**config.mk**
```make
export PLATFORM = sky130hd
export DESIGN_NAME = register_file_scoreboard_flat
export DESIGN_NICKNAME = d
export VERILOG_FILES = /design/src/rtl/register_file_scoreboard_if.sv /design/src/rtl/register_file_scoreboard.sv /design/src/flat_wrapper.sv
export SDC_FILE = /design/constraint.sdc
export NUM_CORES = 1
export LEC_CHECK = 0
export CAP_MARGIN = 20
export CELL_PAD_IN_SITES_DETAIL_PLACEMENT = 1
export CELL_PAD_IN_SITES_GLOBAL_PLACEMENT = 1
export CORE_MARGIN = 4
export CORE_UTILIZATION = 32
export CTS_BUF_LIST = sky130_fd_sc_hd__clkbuf_4
export CTS_CLUSTER_SIZE = 28
export DETAILED_ROUTE_END_ITERATION = 16
export GPL_TIMING_DRIVEN = 0
export PLACE_DENSITY_LB_ADDON = 0.1
export SLEW_MARGIN = 40
export SYNTH_ARGS = -nofsm -noshare
export SYNTH_HDL_FRONTEND = slang
export SYNTH_SLANG_ARGS = --single-unit
```
**constraint.sdc**
```tcl
create_clock -name clock -period 3.3 [get_ports clock]
set_clock_uncertainty 0.1 [all_clocks]
set_input_delay 0.66 -clock clock [delete_from_list [all_inputs] [get_ports clock]]
set_output_delay 0.66 -clock clock [all_outputs]
set_load 0.02 [all_outputs]
```
**src/rtl/register_file_scoreboard_if.sv**
```systemverilog
// Bus bundle for register_file_scoreboard: two read ports, the writeback
// port, the issue-stage reservation handshake, the busy count and the
// debug tap. Parameters must match the ones given to the register file.
interface register_file_scoreboard_if #(
  parameter int DATA_WIDTH = 8,
  parameter int ADDR_WIDTH = 4
);
  logic [ADDR_WIDTH-1:0] readAddress1;
  logic [ADDR_WIDTH-1:0] readAddress2;
  logic [DATA_WIDTH-1:0] readData1;
  logic [DATA_WIDTH-1:0] readData2;
  logic                  readBusy1;
  logic                  readBusy2;
  logic                  writeEnable;
  logic [ADDR_WIDTH-1:0] writeAddress;
  logic [DATA_WIDTH-1:0] writeData;
  logic                  reserveEnable;
  logic [ADDR_WIDTH-1:0] reserveAddress;
  logic                  reserveGrant;
  logic [ADDR_WIDTH:0]   busyCount;
  logic [ADDR_WIDTH-1:0] debugAddress;
  logic [DATA_WIDTH-1:0] debugData;

  // Register-file side.
  modport slave (
    input  readAddress1, readAddress2,
    output readData1, readData2, readBusy1, readBusy2,
    input  writeEnable, writeAddress, writeData,
    input  reserveEnable, reserveAddress,
    output reserveGrant, busyCount,
    input  debugAddress,
    output debugData
  );

  // Decode/issue and writeback side.
  modport master (
    output readAddress1, readAddress2,
    input  readData1, readData2, readBusy1, readBusy2,
    output writeEnable, writeAddress, writeData,
    output reserveEnable, reserveAddress,
    input  reserveGrant, busyCount,
    output debugAddress,
    input  debugData
  );
endinterface

```
**src/rtl/register_file_scoreboard.sv**
```systemverilog
// Parametrised register file with two combinational read ports, one
// synchronous write port, optional write-to-read bypass and a per-register
// busy scoreboard. Register 0 is hardwired to zero and is never busy.
//
// Reservation handshake: reserveEnable is the request (valid) and
// reserveGrant the combinational acceptance (ready). A reservation is taken
// exactly on a rising edge where both are high; a refused request changes
// nothing and the issue stage holds reserveAddress and retries.
module register_file_scoreboard #(
  parameter int DATA_WIDTH = 8,
  parameter int ADDR_WIDTH = 4,
  parameter bit BYPASS     = 1'b1
) (
  input logic                        clock,
  input logic                        resetN,
  register_file_scoreboard_if.slave  bus
);

  localparam int DEPTH = 1 << ADDR_WIDTH;
  localparam logic [ADDR_WIDTH:0] COUNT_ONE = 1;

  logic [DATA_WIDTH-1:0] regs [DEPTH];
  logic [DEPTH-1:0]      busy;
  logic [DEPTH-1:0]      busy_next;
  logic [ADDR_WIDTH:0]   busy_count;
  logic                  write_hit;
  logic                  grant;
  logic                  reserve_hit;
  logic                  count_inc;
  logic                  count_dec;

  // A write to register 0 is dropped, so it never counts as a hit.
  assign write_hit = bus.writeEnable && (bus.writeAddress != '0);

  // A same-cycle write to the requested register frees it, so the new
  // producer may reserve it in that very cycle.
  assign grant = bus.reserveEnable &&
                 ((bus.reserveAddress == '0) ||
                  !busy[bus.reserveAddress] ||
                  (bus.writeEnable && (bus.writeAddress == bus.reserveAddress)));

  // Reserving register 0 is granted but leaves no trace.
  assign reserve_hit = grant && (bus.reserveAddress != '0);

  // Count moves only on real 0->1 / 1->0 transitions of busy bits; a write
  // and reserve to the same busy register leaves it busy and the count flat.
  assign count_inc = reserve_hit && !busy[bus.reserveAddress];
  assign count_dec = write_hit && busy[bus.writeAddress] &&
                     !(reserve_hit && (bus.reserveAddress == bus.writeAddress));

  // Next busy vector: writeback clears first, reservation sets last so the
  // new producer wins a same-address collision.
  always_comb begin
    busy_next = busy;
    if (write_hit)   busy_next[bus.writeAddress]   = 1'b0;
    if (reserve_hit) busy_next[bus.reserveAddress] = 1'b1;
  end

  // Register storage; reset clears every entry.
  always_ff @(posedge clock or negedge resetN) begin
    if (!resetN) begin
      for (int i = 0; i < DEPTH; i++) regs[i] <= '0;
    end else if (write_hit) begin
      regs[bus.writeAddress] <= bus.writeData;
    end
  end

  // Busy scoreboard and its population count.
  always_ff @(posedge clock or negedge resetN) begin
    if (!resetN) begin
      busy       <= '0;
      busy_count <= '0;
    end else begin
      busy <= busy_next;
      case ({count_inc, count_dec})
        2'b10:   busy_count <= busy_count + COUNT_ONE;
        2'b01:   busy_count <= busy_count - COUNT_ONE;
        default: busy_count <= busy_count;
      endcase
    end
  end

  // Read port 1: stored value, or the in-flight write when bypassing.
  always_comb begin
    bus.readData1 = '0;
    bus.readBusy1 = 1'b0;
    if (resetN) begin
      if (BYPASS && write_hit && (bus.writeAddress == bus.readAddress1)) begin
        bus.readData1 = bus.writeData;
        bus.readBusy1 = 1'b0;
      end else begin
        bus.readData1 = regs[bus.readAddress1];
        bus.readBusy1 = busy[bus.readAddress1];
      end
    end
  end

  // Read port 2: same behaviour as port 1.
  always_comb begin
    bus.readData2 = '0;
    bus.readBusy2 = 1'b0;
    if (resetN) begin
      if (BYPASS && write_hit && (bus.writeAddress == bus.readAddress2)) begin
        bus.readData2 = bus.writeData;
        bus.readBusy2 = 1'b0;
      end else begin
        bus.readData2 = regs[bus.readAddress2];
        bus.readBusy2 = busy[bus.readAddress2];
      end
    end
  end

  assign bus.reserveGrant = grant;
  assign bus.busyCount    = busy_count;
  // Debug tap always shows committed storage, never the bypass path.
  assign bus.debugData    = regs[bus.debugAddress];

endmodule
```
**src/flat_wrapper.sv**
```systemverilog
// flat-port wrapper written by rule: the top's interface ports become plain ports
module register_file_scoreboard_flat 
#(
  parameter int DATA_WIDTH = 8,
  parameter int ADDR_WIDTH = 4,
  parameter bit BYPASS     = 1'b1
)
  (clock, resetN, bus_readAddress1, bus_readAddress2, bus_readData1, bus_readData2, bus_readBusy1, bus_readBusy2, bus_writeEnable, bus_writeAddress, bus_writeData, bus_reserveEnable, bus_reserveAddress, bus_reserveGrant, bus_busyCount, bus_debugAddress, bus_debugData);
  register_file_scoreboard_if #(.DATA_WIDTH(DATA_WIDTH), .ADDR_WIDTH(ADDR_WIDTH)) bus_i ();
  input logic clock;
  input logic resetN;
  input wire logic [$bits(bus_i.readAddress1)-1:0] bus_readAddress1;
  input wire logic [$bits(bus_i.readAddress2)-1:0] bus_readAddress2;
  output wire logic [$bits(bus_i.readData1)-1:0] bus_readData1;
  output wire logic [$bits(bus_i.readData2)-1:0] bus_readData2;
  output wire logic [$bits(bus_i.readBusy1)-1:0] bus_readBusy1;
  output wire logic [$bits(bus_i.readBusy2)-1:0] bus_readBusy2;
  input wire logic [$bits(bus_i.writeEnable)-1:0] bus_writeEnable;
  input wire logic [$bits(bus_i.writeAddress)-1:0] bus_writeAddress;
  input wire logic [$bits(bus_i.writeData)-1:0] bus_writeData;
  input wire logic [$bits(bus_i.reserveEnable)-1:0] bus_reserveEnable;
  input wire logic [$bits(bus_i.reserveAddress)-1:0] bus_reserveAddress;
  output wire logic [$bits(bus_i.reserveGrant)-1:0] bus_reserveGrant;
  output wire logic [$bits(bus_i.busyCount)-1:0] bus_busyCount;
  input wire logic [$bits(bus_i.debugAddress)-1:0] bus_debugAddress;
  output wire logic [$bits(bus_i.debugData)-1:0] bus_debugData;
  assign bus_i.readAddress1 = bus_readAddress1;
  assign bus_i.readAddress2 = bus_readAddress2;
  assign bus_readData1 = bus_i.readData1;
  assign bus_readData2 = bus_i.readData2;
  assign bus_readBusy1 = bus_i.readBusy1;
  assign bus_readBusy2 = bus_i.readBusy2;
  assign bus_i.writeEnable = bus_writeEnable;
  assign bus_i.writeAddress = bus_writeAddress;
  assign bus_i.writeData = bus_writeData;
  assign bus_i.reserveEnable = bus_reserveEnable;
  assign bus_i.reserveAddress = bus_reserveAddress;
  assign bus_reserveGrant = bus_i.reserveGrant;
  assign bus_busyCount = bus_i.busyCount;
  assign bus_i.debugAddress = bus_debugAddress;
  assign bus_debugData = bus_i.debugData;
  register_file_scoreboard #(.DATA_WIDTH(DATA_WIDTH), .ADDR_WIDTH(ADDR_WIDTH), .BYPASS(BYPASS)) u_core (.clock(clock), .resetN(resetN), .bus(bus_i));
endmodule
```
# == Word level (Yosys, flattened, before mapping) ==
# Cells that the tools add are included.
# Widths: inputs -> output; s select.
# totals
regBits,149
inputBits,32
elab_cells,100
# classes
add_sub_neg,2
n_lt_le_gt_ge,11
eq_ne,6
n_mux,35
bitwise_logic,7
reduce_logical,21
# op_table
op,count
$bwmux 128,1
$bmux 8 s4,3
$mux 8,11
$demux 8 s4,1
$mux 16,2
$ge 5x5->1 const B,4
$lt 4x5->1 const B,4
$not 4->5,4
$and 16x16->16,1
$bmux 1 s4,4
$eq 4x4->1,4
$not 16->16,1
$or 16x16->16,1
$logic_and 1x1->1,13
$mux 1,10
$pmux 5 s2,1
$demux 1 s4,2
$ge 4x1->1 const B,2
$reduce_bool 4->1,2
$add 5x1->5 const B,1
$lt 5x1->1 const B,1
$sub 5x1->5 const B,1
$logic_not 4->1,1
$eq 2x1->1 const B,1
4 further kinds,6

# == Depth between registers and ports, before layout ==
# logic_depth
depth_word,12
depth_mapped,14
depth_no_buf,12

# == Worst setup path after synthesis ==
# OpenSTA, ideal clock, no wires.
# synth_timing
path_type,input to register
start,input bus_writeAddress[0]
end,"register u_core.busy_count[4], in the netlist u_core.bus.busyCount[4]"
arrival_ns,3.119
required_ns,3.121
setup_slack_ns,0.002
stages,11
path_buffers,1
path_cell_list,buf_6 > mux4_2 > mux4_2 > and3_1 > ha_1 > ha_1 > nor2b_1 > o21ai_0 > a21oi_1 > nor3_1 > xor2_1
# synth_between
elab_chain_cells,10
elab_cells_between_ends,19
classes_between,4 x eq/ne; 3 x mux; 12 x reduce/logical
# synth_lines
item,line,source
"start, declared",flat_wrapper.sv:19,input wire logic [$bits(bus_i.writeAddress)-1:0] bus_writeAddress;
$eq 4x4->1,"register_file_scoreboard.sv:40, register_file_scoreboard.sv:49",
$logic_and 1x1->1,register_file_scoreboard.sv:40,(bus.writeEnable && (bus.writeAddress == bus.reserveAddress)));
$logic_or 1x1->1,register_file_scoreboard.sv:39,!busy[bus.reserveAddress] ||
$logic_and 1x1->1,register_file_scoreboard.sv:37,assign grant = bus.reserveEnable &&
$logic_and 1x1->1,register_file_scoreboard.sv:43,assign reserve_hit = grant && (bus.reserveAddress != '0);
$logic_and 1x1->1,register_file_scoreboard.sv:49,!(reserve_hit && (bus.reserveAddress == bus.writeAddress));
$logic_not 1->1,register_file_scoreboard.sv:49,
$logic_and 1x1->1,register_file_scoreboard.sv:48,assign count_dec = write_hit && busy[bus.writeAddress] &&
$eq 2x1->1 / $eq 2x2->1 (equally long branches),register_file_scoreboard.sv:75,"case ({count_inc, count_dec})"
$pmux 5 s2 / $reduce_bool 2->1 (equally long branches),n/a,
"end signal, assigned",register_file_scoreboard.sv:76,2'b10: busy_count <= busy_count + COUNT_ONE;
"end signal, assigned",register_file_scoreboard.sv:77,2'b01: busy_count <= busy_count - COUNT_ONE;
"end signal, assigned",register_file_scoreboard.sv:78,default: busy_count <= busy_count;
"end, declared",register_file_scoreboard.sv:25,logic [ADDR_WIDTH:0] busy_count;
# Several ways; a longest one is shown, not always the timed one. The select of a mux whose other input is x is not followed.
# A chain may end at the register's enable or synchronous reset.

# == Worst setup path in the final report ==
# layout_timing
start,input bus_debugAddress[1]
end,output bus_debugData[4]
# layout_between
elab_chain_cells,4
# layout_lines
item,line,source
"start, declared",flat_wrapper.sv:25,input wire logic [$bits(bus_i.debugAddress)-1:0] bus_debugAddress;
$not 4->5 (implied by the code),register_file_scoreboard.sv:116,assign bus.debugData = regs[bus.debugAddress];
$bmux 8 s4,register_file_scoreboard.sv:116,
$mux 8 (implied by the code) (2 in a row),register_file_scoreboard.sv:116,
"end, declared",flat_wrapper.sv:26,output wire logic [$bits(bus_i.debugData)-1:0] bus_debugData;
# Every way passes these cells. The select of a mux whose other input is x is not followed.

==> results by group <==
Run status
  • Status: finished, final reports clean

Finish
  • Register area: 3730 um^2
  • Area of the multi-input gates: 5830 um^2
  • Fin nets: 805
  • Layout cell share with drive strength beyond 1: 50.3%
  • Layout area overhead: 17.6%
  • Fillers: 3096

Die
  • Chip Width: 183 um
  • Full die area: 33500 um^2
  • Core Region: 30000 um^2
  • Row cnt: 63
  • Starting Density: 32.7%
  • IO Count: 64
  • Die Span Y: 183 um

Critical path
  • Reg2Reg Setup Slack: 140 ps
  • Critical Path AT: 2520 ps
  • R2r worst-path depth: 11
  • CP startpoint kind: input port
  • RR Endpoint: u_core.bus.busyCount[4]
  • CP required: 2540 ps
  • Crit path to: bus_debugData[4]
  • Crit. End Element: output pin
  • Setup crit start: bus_debugAddress[1]
  • Critical R2R Launch: u_core.busy[1]
  • CP Class: input port to output pin
  • Max FO, Critical Path: 10

Pwr
  • Switch share: 35.3%
  • Combinational Power Share: 38.3%
  • Int Pwr: 4.05 mW
  • Clock power frac: 18.6%
  • Pleak: 4.58 nW
  • Cell Pwr Density: 542 nW/um^2
  • Total power: 6.25 mW
  • Max VDD drop: 218 uV
  • Sequential share of power: 43.1%
  • Psw: 2.21 mW

Synthesis
  • Post-Syn Instances: 682
  • Dominant cell type by area after synthesis: dfrtp_1
  • Synthesized Nets: 719
  • Post-synthesis async set-or-reset flop share: 100%
  • Top cells by area, synth: dfrtp_1, mux4_2, mux2_2, mux4_1, mux2i_1
  • Dominant cell by count in the synthesized netlist: dfrtp_1
  • EDFF count, synth: 0
  • Top cell type's share of synthesized area: 38.0%
  • Synth cell types: 48
  • Syn Area/Cell: 14.4 um^2
  • Commonest cells in the netlist: dfrtp_1, mux2_2, mux4_2
  • Mapped Area: 9800 um^2
  • Seq/Total Area, Yosys: 38.0%
  • Synthesis warning total: 0
  • Synth Flop Type: dfrtp_1
  • Seq cells post-synth: 149

Clocking
  • CTS H-tree depth: 4
  • Clk_lat worst skew: 580 ps
  • Clock Path Buffers: 2
  • Clock root buffer master: clkbuf_4
  • Clk slew on worst S/H paths: 140 ps
  • Clock sink count: 149
  • Num CTS Buffers: 17
  • CTS tree: yes

Placed design
  • Gpl congestion: 0.813
  • Post-DP HPWL: 24700 um
  • Post-Place Setup Slack: -1070 ps
  • IO buf count: 50

GRT
  • GRT Overall Usage: 20.5%
  • Initial antenna violation count: 2
  • Vias in the first global route: 7322
  • Remaining Overflow, GRT: 0
  • Pin count of the biggest net entering global routing: 63
  • First-pass GRT wire length: 50600 um

Timing
  • Final worst slack: 21.1 ps
  • Fin. max-slew vios: 0
  • Minimum clock period after layout: 3280 ps
  • Slew headroom: 50.4%
  • Worst-margin pin slew: 743 ps
  • Peak Freq: 0.305 GHz
  • Final-report hold violation count: 0
  • # setup viols final: 0
  • Post-route clock period utilization: 99.4%

Route
  • DRC violations left: 0
  • Drt wl/cell: 29.1 um
  • DR iter-0 viols: 583
  • Via count: 6845
  • Drt pass-1 iters: 5
  • Final wirelength: 34100 um
  • Final antenna-violating net count: 0
  • Drt via density: 5.84

Run
  • MaxCap Viol Count: 0

Hold path
  • Worst Hold Class: flip-flop to flip-flop
## logic make-up after synthesis
kind of cell / after synthesis / synth area share (%)
AO/OA/AOI/OAI: 86 / 6.34
XOR/XNOR: 16 / 1.43
adder cells (fa/ha/maj): 5 / 0.715
buffers and inverters: 80 / 4.54
flip-flops: 149 / 38.0
multiplexers: 262 / 44.1
AND/OR/NAND/NOR: 84 / 4.80
## through the flow
stage	TNS, ps	util [%]	area, um^2	instances	hold WS, ps
after CTS	-32.3	38.3	11500	1163	355
after global placement	-872130	36.0	10800	1122	358
after detailed placement	-24430	36.3	10900	1124	361
after floorplan	0	-	9800	682	264
after global routing	-18.2	38.5	11500	1171	379
final	0	38.5	11500	1172	374
## timing repair
item / in CTS / in global routing
gates resized for setup: 143 / 37
endpoints found under the hold margin: 26 / 0
buffers inserted: 6 / 7
endpoints found under the setup margin: 28 / 22
hold buffers: 1 / 0
pin swaps: 0 / 4
gates cloned: 1 / 0
## metal layers
layer / GRT usage [%] / up-vias / wire length, um
met5: 0 / - / 0
met4: 3.78 / 0 / 305
met3: 4.50 / 15 / 1930
met2: 31.8 / 213 / 15900
met1: 30.1 / 3755 / 16000
li1: - / 2862 / -
## state kept, by name, summed over array words and instances (netlist names)
name / cells
u_core.regs: 128
u_core.busy: 16
u_core.bus.busyCount: 5
## worst min path at each step
stage	startpoint	end	slack, ps	cells after the start
after floorplan	resetN	u_core.bus.busyCount[0]	260	0
after global placement	u_core.bus.busyCount[4]	u_core.bus.busyCount[4]	360	1
after detailed placement	u_core.bus.busyCount[4]	u_core.bus.busyCount[4]	360	1
after CTS	resetN	u_core.busy[2]	350	2
after global routing	resetN	u_core.busy[15]	380	2
final	u_core.bus.busyCount[4]	u_core.bus.busyCount[4]	370	1
## critical path, stage by stage
cell,delay [ps]
clkdlybuf4s15_2,300
clkbuf_8,260
mux4_2,410
mux4_2,530
dlygate4sd2_1,350
## placed cells by master, fill, tap and decap left out, drive strengths merged, types with 16 or more instances in the layout
| master | instances |
|---|---|
| dfrtp | 149 |
| mux2 | 122 |
| mux4 | 121 |
| clkbuf | 63 |
| buf | 63 |
| o21ai | 22 |
| nor2b | 20 |
| nand2 | 19 |
| a21oi | 19 |
| mux2i | 19 |
| a22o | 18 |
| clkdlybuf4s50 | 17 |
| a211oi | 16 |
## power groups by stage
stage	registers (mW)	logic, mW	clock network, mW
after floorplan	2.60	1.55	0
after global placement	2.66	2.22	0
after detailed placement	2.72	2.26	0
after CTS	2.68	2.35	1.21
after global routing	2.75	2.55	1.29
final	2.69	2.40	1.16
## cell type report
cell class | instances | share of cell area [%]
antenna | 2 | 0.0434
buffer | 73 | 5.19
clock buffer | 20 | 1.30
clock inverter | 11 | 0.966
inverter | 7 | 0.228
multi-input combinational | 453 | 50.5
sequential | 149 | 32.3
tap | 390 | 4.23
timing repair buffer | 67 | 5.19
No activity file was read; power rests on OpenSTA's default activity.
